--- config.mk ---
export PLATFORM = sky130hd
export DESIGN_NAME = simon_button_ctrl_flat
export DESIGN_NICKNAME = d
export VERILOG_FILES = /design/src/rtl/simon_pkg.sv /design/src/rtl/simon_button_ctrl_if.sv /design/src/rtl/button_debounce.sv /design/src/rtl/simon_button_ctrl.sv /design/src/flat_wrapper.sv
export SDC_FILE = /design/constraint.sdc
export NUM_CORES = 1
export LEC_CHECK = 0
export ABC_AREA = 1
export CAP_MARGIN = 25
export CORE_MARGIN = 2
export CORE_UTILIZATION = 55
export CTS_CLUSTER_DIAMETER = 150
export DETAILED_ROUTE_END_ITERATION = 8
export HOLD_SLACK_MARGIN = 0.1
export PLACE_DENSITY_LB_ADDON = 0.05
export SYNTH_ARGS = -nofsm -noshare
export SYNTH_HDL_FRONTEND = slang
export SYNTH_SLANG_ARGS = --single-unit
--- constraint.sdc ---
create_clock -name clk -period 1.7 [get_ports clk]
set_input_delay 0.255 -clock clk [delete_from_list [all_inputs] [get_ports clk]]
set_output_delay 0.255 -clock clk [all_outputs]
set_load 0.005 [all_outputs]
--- src/rtl/simon_pkg.sv ---
// rtl/simon_pkg.sv - shared button indices, arbiter states and helpers for the Simon game
package simon_pkg;

    localparam logic [1:0] BTN_0 = 2'd0;
    localparam logic [1:0] BTN_1 = 2'd1;
    localparam logic [1:0] BTN_2 = 2'd2;
    localparam logic [1:0] BTN_3 = 2'd3;

    typedef enum logic [1:0] {
        ST_IDLE    = 2'd0,
        ST_PENDING = 2'd1,
        ST_RELEASE = 2'd2
    } arb_state_t;

    // Lowest set bit wins when several buttons land in the same cycle.
    function automatic logic [1:0] lowest_index(input logic [3:0] v);
        logic [1:0] idx;
        idx = BTN_0;
        if (v[3]) idx = BTN_3;
        if (v[2]) idx = BTN_2;
        if (v[1]) idx = BTN_1;
        if (v[0]) idx = BTN_0;
        return idx;
    endfunction

endpackage

--- src/rtl/simon_button_ctrl_if.sv ---
// rtl/simon_button_ctrl_if.sv - press handshake between the button front end and the game FSM
interface simon_button_ctrl_if;
    logic       tick_strobe;
    logic       btn_valid;
    logic [1:0] btn_val;
    logic       multi_press;
    logic       press_dropped;

    modport master (
        input  tick_strobe,
        output btn_valid,
        output btn_val,
        output multi_press,
        output press_dropped
    );

    modport slave (
        output tick_strobe,
        input  btn_valid,
        input  btn_val,
        input  multi_press,
        input  press_dropped
    );
endinterface

--- src/rtl/button_debounce.sv ---
// rtl/button_debounce.sv - one button: two-flop synchronizer, debounce counter, press edge
module button_debounce #(
    parameter int DB_CYCLES = 1000000,
    parameter int DB_W      = 20
) (
    input  logic clk,
    input  logic reset_n,
    input  logic btn_raw,
    output logic stable,
    output logic rise
);

    localparam logic [DB_W-1:0] CNT_LAST = DB_W'(DB_CYCLES - 1);

    logic            meta;
    logic            sync;
    logic            stable_d;
    logic [DB_W-1:0] cnt;

    // Bring the asynchronous button into the clk domain.
    always_ff @(posedge clk or negedge reset_n) begin
        if (!reset_n) begin
            meta <= 1'b0;
            sync <= 1'b0;
        end else begin
            meta <= btn_raw;
            sync <= meta;
        end
    end

    // Flip the stable value only after DB_CYCLES consecutive disagreeing samples.
    always_ff @(posedge clk or negedge reset_n) begin
        if (!reset_n) begin
            cnt      <= '0;
            stable   <= 1'b0;
            stable_d <= 1'b0;
        end else begin
            stable_d <= stable;
            if (sync == stable) begin
                cnt <= '0;
            end else if (cnt == CNT_LAST) begin
                stable <= sync;
                cnt    <= '0;
            end else begin
                cnt <= cnt + DB_W'(1);
            end
        end
    end

    assign rise = stable & ~stable_d;

endmodule

--- src/rtl/simon_button_ctrl.sv ---
// rtl/simon_button_ctrl.sv - debounced button front end producing one press per hold for the game FSM
module simon_button_ctrl
    import simon_pkg::*;
#(
    parameter int DB_CYCLES = 1000000,
    parameter int DB_W      = 20
) (
    input  logic                       clk,
    input  logic                       reset_n,
    input  logic [3:0]                 btn_raw,
    simon_button_ctrl_if.master        bus
);

    logic [3:0] stable;
    logic [3:0] rise;

    arb_state_t state, state_nx;
    logic       valid_nx;
    logic [1:0] val_nx;
    logic       multi_nx;
    logic       drop_nx;

    genvar gi;
    generate
        for (gi = 0; gi < 4; gi++) begin : g_btn
            button_debounce #(
                .DB_CYCLES (DB_CYCLES),
                .DB_W      (DB_W)
            ) u_db (
                .clk     (clk),
                .reset_n (reset_n),
                .btn_raw (btn_raw[gi]),
                .stable  (stable[gi]),
                .rise    (rise[gi])
            );
        end
    endgenerate

    // Arbiter state and registered handshake outputs.
    always_ff @(posedge clk or negedge reset_n) begin
        if (!reset_n) begin
            state             <= ST_IDLE;
            bus.btn_valid     <= 1'b0;
            bus.btn_val       <= BTN_0;
            bus.multi_press   <= 1'b0;
            bus.press_dropped <= 1'b0;
        end else begin
            state             <= state_nx;
            bus.btn_valid     <= valid_nx;
            bus.btn_val       <= val_nx;
            bus.multi_press   <= multi_nx;
            bus.press_dropped <= drop_nx;
        end
    end

    // Accept one press, hold it until the game tick takes it, then wait for all buttons up.
    always_comb begin
        state_nx = state;
        valid_nx = bus.btn_valid;
        val_nx   = bus.btn_val;
        multi_nx = 1'b0;
        drop_nx  = 1'b0;
        case (state)
            ST_IDLE: begin
                valid_nx = 1'b0;
                if (|rise) begin
                    val_nx   = lowest_index(rise);
                    valid_nx = 1'b1;
                    multi_nx = (rise & (rise - 4'd1)) != 4'd0;
                    state_nx = ST_PENDING;
                end
            end
            ST_PENDING: begin
                valid_nx = 1'b1;
                drop_nx  = |rise;
                if (bus.tick_strobe) begin
                    valid_nx = 1'b0;
                    state_nx = ST_RELEASE;
                end
            end
            ST_RELEASE: begin
                valid_nx = 1'b0;
                drop_nx  = |rise;
                if (stable == 4'd0) begin
                    state_nx = ST_IDLE;
                end
            end
            default: begin
                valid_nx = 1'b0;
                state_nx = ST_IDLE;
            end
        endcase
    end

endmodule

--- src/flat_wrapper.sv ---
// flat-port wrapper written by rule: the top's interface ports become plain ports
module simon_button_ctrl_flat import simon_pkg::*;
#(
    parameter int DB_CYCLES = 1000000,
    parameter int DB_W      = 20
)
  (clk, reset_n, btn_raw, bus_tick_strobe, bus_btn_valid, bus_btn_val, bus_multi_press, bus_press_dropped);
  simon_button_ctrl_if bus_i ();
  input  logic clk;
  input  logic reset_n;
  input  logic [3:0] btn_raw;
  input wire logic [$bits(bus_i.tick_strobe)-1:0] bus_tick_strobe;
  output wire logic [$bits(bus_i.btn_valid)-1:0] bus_btn_valid;
  output wire logic [$bits(bus_i.btn_val)-1:0] bus_btn_val;
  output wire logic [$bits(bus_i.multi_press)-1:0] bus_multi_press;
  output wire logic [$bits(bus_i.press_dropped)-1:0] bus_press_dropped;
  assign bus_i.tick_strobe = bus_tick_strobe;
  assign bus_btn_valid = bus_i.btn_valid;
  assign bus_btn_val = bus_i.btn_val;
  assign bus_multi_press = bus_i.multi_press;
  assign bus_press_dropped = bus_i.press_dropped;
  simon_button_ctrl #(.DB_CYCLES(DB_CYCLES), .DB_W(DB_W)) u_core (.clk(clk), .reset_n(reset_n), .btn_raw(btn_raw), .bus(bus_i));
endmodule
==> impl_metrics.toml, run 1 <==
[status]
outcome = "finished, final reports clean"

[sta]
setup_viol = 0
slew_headroom_pct = 66.91
drv_slew = 0
fin_worst_skew_ns = 0.006840
hold_violations = 0
tightest_slew_ns = 0.4946
rsz0062_at_grt = "no"
max_freq_ghz = 0.6503
fin_crit_ns = 1.538
setup_tns_ns = 0
period_share_pct = 90.45

[critical_path]
path_max_fanout = 2
slowest_stage = "clkdlybuf4s50_1"
crit_path_end_kind = "output port"
criticalPathCategory = "reg2out"
critical_path_required_ns = 1.44
critPathTopFamily = "buffers and inverters"
crit_buf_inv = 1
critPathLaunchType = "flip-flop"
cp.arrival_ns = 1.28
path_cells = "clkdlybuf4s50_1"
cp_slowest_stage_delay_ns = 0.51

[synthesis]
ys.warnings.count = 0
syn_nets = 689
ys_types = 30
ys_ff_latch = 103
post_synth.cell_area_avg_um2 = 8.076
synth_area_um2 = 5451
ys_seq_area_share_pct = 47.28
synthesis.instances = 675

[floorplanning]
initial_core_util_pct = 56.29
die_height_um = 103.6
ios = 12
die-area_um2 = 10720
core_area_um2 = 9684
fp.dieW_um = 103.6
num_rows = 36

[global_route]
track_usage_pct = 20.79
antenna_found_initial = 0
grt_pass1_wl_um = 18290
grt_pass1_vias = 4089
grt_max_degree = 56
gr-total-overflow = 0

[placement]
post-dp-hpwl_um = 7654
numPortBuffers = 11
placed_cells = 820
placed_area_um2 = 5761
gp_congestion = 0.8965

[cts]
cts.clk_slew.worst_paths_ns = 0.09
numCtsBuffers = 9
insertion_delay_ns = 0.38
root_buffer = "clkbuf_8"
cts_tree = "yes"
cts_buffer_depth = 2
cts_resized = 0
clock-sinks = 103
cts_max_level = 3
cts_setup_buffers = 0

[hold_path]
hold_class = "in2reg"

[cells_and_area]
layout-drive-gt1-share_pct = 10.94
design_area_um2 = 5953
final_common_cell = "nor2_1"
instances_no_fill = 837
nets = 713
final_util_pct = 61.47
final_cell_mix = "nor2_1, nand2_1, dfrtp_1"
diodes = 0
areaGrowthSynthToFinish_pct = 9.204

[routing]
drc = 0
drt-initial-drc-count = 133
wl_um = 10110
drtPass1Iterations = 4
num_vias = 4195
post_drt_wl_per_cell_um = 12.08
routed_via_density = 5.012
drt.antenna.violating_nets = 0

[pwr]
power.density_nw_per_um2 = 690.1
ir_drop_uv = 551.8
p_leak_nw = 2.661

[run]
drv_cap = 0
-- state kept, by name, summed over array words and instances, names as in the netlist --
| name | cells |
|---|---|
| u_core.g_btn.u_db.sync | 4 |
| u_core.bus.press_dropped | 1 |
| u_core.g_btn.u_db.stable_d | 4 |
| u_core.bus.btn_val | 2 |
| u_core.g_btn.u_db.meta | 4 |
| u_core.bus.multi_press | 1 |
| u_core.bus.btn_valid | 1 |
| u_core.g_btn.u_db.stable | 4 |
| u_core.g_btn.u_db.cnt | 80 |
| u_core.state | 2 |
-- cell usage after synthesis --
| cell type | instances | share of area (%) |
|---|---|---|
| xor2_2 | 1 | 0.30 |
| ha_1 | 7 | 1.6 |
| o21ai_1 | 4 | 0.37 |
| xnor2_1 | 16 | 2.6 |
| nand3_2 | 7 | 1.3 |
| inv_1 | 66 | 4.5 |
| nor2_4 | 9 | 1.9 |
| buf_2 | 1 | 0.092 |
| or2_2 | 3 | 0.34 |
| nor2_1 | 165 | 11 |
| nand3_4 | 1 | 0.32 |
| o21ai_0 | 9 | 0.83 |
| inv_2 | 6 | 0.41 |
| and2_1 | 1 | 0.11 |
| nand4_1 | 10 | 1.1 |
| nand2_4 | 4 | 0.83 |
| a21oi_1 | 9 | 0.83 |
| nand3b_1 | 2 | 0.28 |
| o21bai_1 | 3 | 0.41 |
| nand2_1 | 117 | 8.1 |
| dfrtp_1 | 103 | 47 |
| nor3_2 | 1 | 0.18 |
| nor3_1 | 7 | 0.64 |
| and3_1 | 1 | 0.11 |
| o21bai_2 | 1 | 0.21 |
| o22ai_1 | 2 | 0.23 |
| nand3_1 | 60 | 5.5 |
| nor2_2 | 14 | 1.6 |
| nand2_2 | 12 | 1.4 |
| xor2_1 | 33 | 5.3 |
-- report_power, final --
group / switching (mW) / total, mW / internal [mW] / leakage [nW]
logic: 0.107 / 0.163 / 0.0560 / 1.16
clock network: 0.847 / 1.44 / 0.589 / 0.0918
registers: 0.0283 / 2.51 / 2.48 / 1.41
-- layer usage --
layer | part of all wire, % | track usage (%)
met1 | 49 | 28.56
met5 | 0 | 0
met4 | 1.2 | 4.923
met3 | 3.6 | 5.412
met2 | 47 | 33.35
-- layout make-up --
class | instances | area (µm²)
tap | 133 | 166.4
clock inverter | 5 | 41.29
timing repair buffer | 14 | 157.7
fill | 851 | 3731
clock buffer | 11 | 141.4
multi-input combinational | 499 | 2599
inverter | 72 | 270.3
sequential | 103 | 2577
-- repair_timing --
action | CTS | global route
hold buffers | 1 | 0
setup endpoints to repair | 0 | 0
endpoints found under the hold margin | 103 | 0
-- worst paths after layout --
check	to	depth (start not counted)	slack, ns	from
worst max-delay path	bus_btn_val[1]	1	0.16	u_core.bus.btn_val[1]$_DFFE_PN0P_
min in group asynchronous	u_core.g_btn[1].u_db.cnt[11]$_DFF_PN0_	3	0.40	reset_n
worst min register to register	u_core.g_btn[2].u_db.sync$_DFF_PN0_	0	0.36	u_core.g_btn[2].u_db.meta$_DFF_PN0_
worst max register to register	u_core.g_btn[0].u_db.cnt[9]$_DFF_PN0_	6	0.24	u_core.g_btn[0].u_db.cnt[0]$_DFF_PN0_
worst min-delay path	u_core.g_btn[3].u_db.meta$_DFF_PN0_	1	0.31	btn_raw[3]
max in group asynchronous	u_core.g_btn[2].u_db.cnt[5]$_DFF_PN0_	3	1.04	reset_n
-- through the flow --
stage / hold slack [ns] / setup WS [ns] / total power [mW]
4_1_cts: 0.2823 / 0.1260 / 4.196
2_1_floorplan: -0.04059 / 0.4045 / 2.630
6_report: 0.3054 / 0.1623 / 4.108
3_5_place_dp: 0.2673 / 0.2400 / 2.727
3_3_place_gp: 0.2681 / 0.2856 / 2.720
5_1_grt: 0.2752 / 0.05061 / 4.319
-- cells by family (layout without fill, tap and decap cells) --
| logic type | Yosys count | count (layout) | share of synthesized area, % |
|---|---|---|---|
| and+or+nand+nor | 414 | 414 | 35.02 |
| AOI/OAI and AO/OA | 28 | 28 | 2.869 |
| DFF | 103 | 103 | 47.28 |
| buffers and inverters | 73 | 102 | 5.049 |
| xor gates and xnor gates | 50 | 50 | 8.171 |
| adders and majority gates | 7 | 7 | 1.607 |
No activity file was read; power rests on OpenSTA's default activity.
==> inputs of run 2 (changes only) <==
--- a/config.mk
+++ b/config.mk
@@ -7,6 +7,7 @@
 export LEC_CHECK = 0
 export ABC_AREA = 1
 export CAP_MARGIN = 25
+export CORE_ASPECT_RATIO = 1.75
 export CORE_MARGIN = 2
 export CORE_UTILIZATION = 55
 export CTS_CLUSTER_DIAMETER = 150
==> constraint.sdc (replaced) <==
create_clock -name clk -period 1.86 [get_ports clk]
set_input_delay 0.279 -clock clk [delete_from_list [all_inputs] [get_ports clk]]
set_output_delay 0.279 -clock clk [all_outputs]
set_load 0.005 [all_outputs]
==> run 2 against run 1 <==
Against the previous run: cell count fell by 0.84%; setup slack improved by 0.18 ns; power rose by 7.9%; count of clock-buffer cells in the layout did not move; sequential power fell by 8.8%; via count rose by 2.5%; flip-flop and latch count did not move; die area rose by 0.30%; critical path depth did not move; utilization rose by 0.94 points; highest routed layer unchanged; sequential share of layout area fell by 0.85 points.
==> impl_metrics.toml, run 2 (synthesis gave the netlist of run 1 again) <==
[cts]
cts_resized = 0
cts_buffer_depth = 2
numCtsBuffers = 9
cts_max_level = 3
cts_tree = "yes"
clock-sinks = 103
root_buffer = "clkbuf_16"
cts.clk_slew.worst_paths_ns = 0.07
insertion_delay_ns = 0.35

[critical_path]
crit_buf_inv = 1
cp_slowest_stage_delay_ns = 0.51
slowest_stage = "clkdlybuf4s50_1"
criticalPathCategory = "reg2out"
critical_path_required_ns = 1.58
path_cells = "clkdlybuf4s50_1"
critPathTopFamily = "buffers and inverters"
crit_path_end_kind = "output port"
critPathLaunchType = "flip-flop"
path_max_fanout = 2
cp.arrival_ns = 1.24

[sta]
worst_slack_ns = 0.3434
period_share_pct = 81.54
rsz0062_at_grt = "no"
setup_viol = 0
slew_headroom_pct = 62.34
max_freq_ghz = 0.6593
setup_tns_ns = 0
tightest_slew_ns = 0.5649
drv_slew = 0
hold_violations = 0
worst_hold_slack_ns = 0.3500
fin_crit_ns = 1.517
fin_worst_skew_ns = 0.007587

[cells_and_area]
areaGrowthSynthToFinish_pct = 11.38
largest_reg_flops = 80
nets = 714
multi_input_comb_area_um2 = 2599
final_common_cell = "nor2_1"
final_cell_mix = "nor2_1, nand2_1, dfrtp_1"
layout-drive-gt1-share_pct = 11.21
largest_register = "u_core.g_btn.u_db.cnt"
diodes = 0
fill_cells = 906
final_util_pct = 62.41
regArea_um2 = 2577

[routing]
drt.antenna.violating_nets = 0
wl_um = 11060
num_vias = 4299
routed_via_density = 5.180
drtPass1Iterations = 6
post_drt_wl_per_cell_um = 13.33
drt-initial-drc-count = 192
drc = 0

[global_route]
grt_max_degree = 46
track_usage_pct = 23.22
gr-total-overflow = 0
antenna_found_initial = 0
grt_pass1_wl_um = 19460
grt_pass1_vias = 4492

[floorplanning]
ios = 12
die-area_um2 = 10760
core_area_um2 = 9729
initial_core_util_pct = 56.03
die_height_um = 135.7
num_rows = 48
fp.dieW_um = 79.26

[pwr]
power.total_mw = 4.432
p_leak_nw = 2.722
power.density_nw_per_um2 = 730.0
ir_drop_uv = 576.4

[hold_path]
hold_class = "reg2reg"

[placement]
preCtsSetupSlack_ns = 0.3805
gp_congestion = 0.9792
post-dp-hpwl_um = 8484
numPortBuffers = 11

[status]
outcome = "finished, final reports clean"

[run]
drv_cap = 0
run 2: worst paths after layout:
path	from	to	slack (ns)	cells after the start
max	u_core.bus.btn_val[1]$_DFFE_PN0P_	bus_btn_val[1]	0.34	1
min	u_core.g_btn[2].u_db.meta$_DFF_PN0_	u_core.g_btn[2].u_db.sync$_DFF_PN0_	0.35	0
max reg2reg	u_core.g_btn[2].u_db.cnt[0]$_DFF_PN0_	u_core.g_btn[2].u_db.cnt[9]$_DFF_PN0_	0.37	6
min reg2reg	u_core.g_btn[2].u_db.meta$_DFF_PN0_	u_core.g_btn[2].u_db.sync$_DFF_PN0_	0.35	0
max in group asynchronous	reset_n	u_core.bus.btn_val[0]$_DFFE_PN0P_	0.79	3
min in group asynchronous	reset_n	u_core.g_btn[1].u_db.cnt[11]$_DFF_PN0_	0.46	2
run 2: cell type report:
type | count | area share (%)
multi-input cells | 499 | 42.80
flip-flops and latches | 103 | 42.45
inverters | 72 | 4.451
clock buffers | 11 | 4.162
well taps | 125 | 2.576
repair buffers | 15 | 2.514
clock inverters | 5 | 1.051
run 2: report_power, final:
group | total [mW] | switching [mW] | internal, mW
Combinational | 0.150 | 0.101 | 0.0490
Clock | 1.99 | 0.858 | 1.13
Sequential | 2.29 | 0.0265 | 2.27
Total | 4.43 | 0.986 | 3.45
run 2: per-stage QoR:
step | instance area (µm²) | cells
final | 6072 | 830
after global placement | 5746 | 813
after floorplan | 5451 | 675
after global routing | 6072 | 830
after detailed placement | 5746 | 813
after CTS | 6072 | 830
run 2: per-layer routing:
metal | up-vias | track usage (%) | routed length (µm)
met5 | - | 0 | 0
met4 | 0 | 11.69 | 330
met3 | 24 | 3.067 | 200
met2 | 67 | 43.03 | 6162
met1 | 2044 | 25.37 | 4366
li1 | 2164 | - | -
run 2: repair_timing:
item,CTS,global route
hold buffers,1,0
setup endpoints to repair,0,0
buffers inserted,0,0
endpoints found under the hold margin,42,0
==> RTL change (config.mk and constraints of run 2) <==
`DB_W` is set to 20 in 3 places; all go to 16.
--- a/src/rtl/button_debounce.sv
+++ b/src/rtl/button_debounce.sv
@@ -1,7 +1,7 @@
 // rtl/button_debounce.sv - one button: two-flop synchronizer, debounce counter, press edge
 module button_debounce #(
     parameter int DB_CYCLES = 1000000,
-    parameter int DB_W      = 20
+    parameter int DB_W      = 16
 ) (
     input  logic clk,
     input  logic reset_n,
--- a/src/rtl/simon_button_ctrl.sv
+++ b/src/rtl/simon_button_ctrl.sv
@@ -3,7 +3,7 @@
     import simon_pkg::*;
 #(
     parameter int DB_CYCLES = 1000000,
-    parameter int DB_W      = 20
+    parameter int DB_W      = 16
 ) (
     input  logic                       clk,
     input  logic                       reset_n,
--- a/src/flat_wrapper.sv
+++ b/src/flat_wrapper.sv
@@ -2,7 +2,7 @@
 module simon_button_ctrl_flat import simon_pkg::*;
 #(
     parameter int DB_CYCLES = 1000000,
-    parameter int DB_W      = 20
+    parameter int DB_W      = 16
 )
   (clk, reset_n, btn_raw, bus_tick_strobe, bus_btn_valid, bus_btn_val, bus_multi_press, bus_press_dropped);
   simon_button_ctrl_if bus_i ();
Behaviour: same outputs for any inputs over 10 cycles, from zero or initial values and one cycle with reset_n low; that may be too few to reach the edited logic, so the function may still have changed.
==> RTL change against run 2 <==
Routed wire length fell by 21%. Synthesized cell count down 19%. Sequential share of layout area grew 1.6 points. Via count decreased by 19%. Synthesized area is 19% lower. Highest routed layer unchanged. Setup slack improved by 64 ps. Sequential cell count is 16 lower. Clock power fell by 12%. Total power is 14% lower. Non-clock buffer count decreased by 2. Combinational power shrank 17%. Cell area decreased by 19%. Fmax grew 4.4%. Global-route usage decreased by 1.2 points.
==> RTL change: results (changes against run 2) <==
| Metric | Value |
|---|---|
| Combined global-route utilization of all metal layers | 22.0% (-1.2 points) |
| Leakage power | 2.18 nW (-20%) |
| Pre-antenna DRT Iters | 4 (-2) |
| Sequential fraction of the synthesis area | 49.4% (+2.2 points) |
| Final GP Congestion | 0.946 (-3.4%) |
| Largest Register | u_core.g_btn.u_db.cnt |
| Placed inst area | 4640 sq um (-19%) |
| Worst-skew pair later-pin latency | 330 ps (-20 ps) |
| Compound-gate portion of the synthesized area | 2.10% (-0.77 points) |
| Pin count of the biggest net entering global routing | 88 (+91%) |
| Worst relative slew slack | 68.0% (+5.7 points) |
| Final #Nets | 587 (-18%) |
| Status | finished clean |
| Layout cells sized above 1 | 9.34% (-1.9 points) |
| Worst Skew | 4.83 ps (-2.76 ps) |
| Placed Cells | 651 (-20%) |
| Distinct cells, synth | 23 (-23%) |
| DRT iter0 DRCs | 205 (+6.8%) |
| Post-synthesis mux area share | 0% (unchanged) |
| First-pass GRT wire length | 14900 um (-23%) |
| H-tree levels | 3 (unchanged) |
| Synth cell count leaders | nand2_1 (140), nor2_1 (118), dfrtp_1 (87), inv_1 (52), nand3_1 (30) |
| Routed length per instance | 13.0 um (-2.4%) |
| Synth area leaders | dfrtp_1 (49%), nand2_1 (12%), nor2_1 (10%) |
| Final cell count without fillers | 668 (-20%) |
| Via-to-Cell Ratio | 5.19 (+0.15%) |
| Syn Nets | 563 (-18%) |
| Xor and xnor area share after synthesis | 6.16% (-2.0 points) |
| Cells after Synth | 549 (-19%) |
| Arr. time, crit path | 1170 ps (-70 ps) |
| VDD IR-drop max | 0.598 mV (+3.8%) |
| Detail Placement HPWL | 6290 um (-26%) |
| Max reg flops | 64 (-20%) |
| Vias in the first global route | 3494 (-22%) |
| Post-synthesis adder-cell area fraction | 1.99% (+0.38 points) |
RTL change: final cells by class:
cell class                 count  area (sq um)
timing repair buffer          13           138
inverter                      57           214
fill                         690          2910
multi-input combinational    405          2010
clock inverter                 3          42.5
tap                           90           113
sequential                    87          2180
clock buffer                  13           250
RTL change: where the power goes:
part / internal [mW] / total (mW) / switching, mW
clock: 1.08 / 1.75 / 0.679
sequential: 1.92 / 1.95 / 0.0248
combinational: 0.0396 / 0.125 / 0.0851
RTL change: repair_timing:
item	CTS	global route
hold buffers	1	0
endpoints found under the hold margin	87	0
resized for setup	0	0
RTL change: cell families after synthesis:
kind of cell	Yosys count
buf+inv	57
xor+xnor	31
compound gates	18
flops	87
simple gates	349
fa+ha+maj	7
RTL change: per-stage QoR:
stage	setup WS, ps	power [mW]	util [%]
finish	407	3.83	63.0
global route	341	4.00	63.0
CTS	391	3.89	63.0
detailed placement	480	2.11	59.1
global placement	506	2.11	59.1
floorplan	621	2.03	-
RTL change: final timing paths:
kind                                             start                           end  slack, ps  cells after the start
min                          u_core.g_btn[3].u_db.meta     u_core.g_btn[3].u_db.sync        350                      0
max reg2reg                u_core.g_btn[2].u_db.cnt[0]   u_core.g_btn[2].u_db.cnt[0]        480                      6
max in group asynchronous                      reset_n  u_core.g_btn[1].u_db.cnt[13]        960                      3
min in group asynchronous                      reset_n               u_core.state[0]        490                      3
min reg2reg                  u_core.g_btn[3].u_db.meta     u_core.g_btn[3].u_db.sync        350                      0
max                              u_core.bus.btn_val[1]                bus_btn_val[1]        410                      1
RTL change: per-layer routing:
metal  global-route usage [%]  part of all wire (%)  vias to the layer above
met3                     4.43                   2.1                       16
met4                     11.0                   1.9                        0
met2                     41.8                    56                       49
li1                         -                     -                     1769
met1                     22.1                    40                     1631
met5                        0                     0                        -
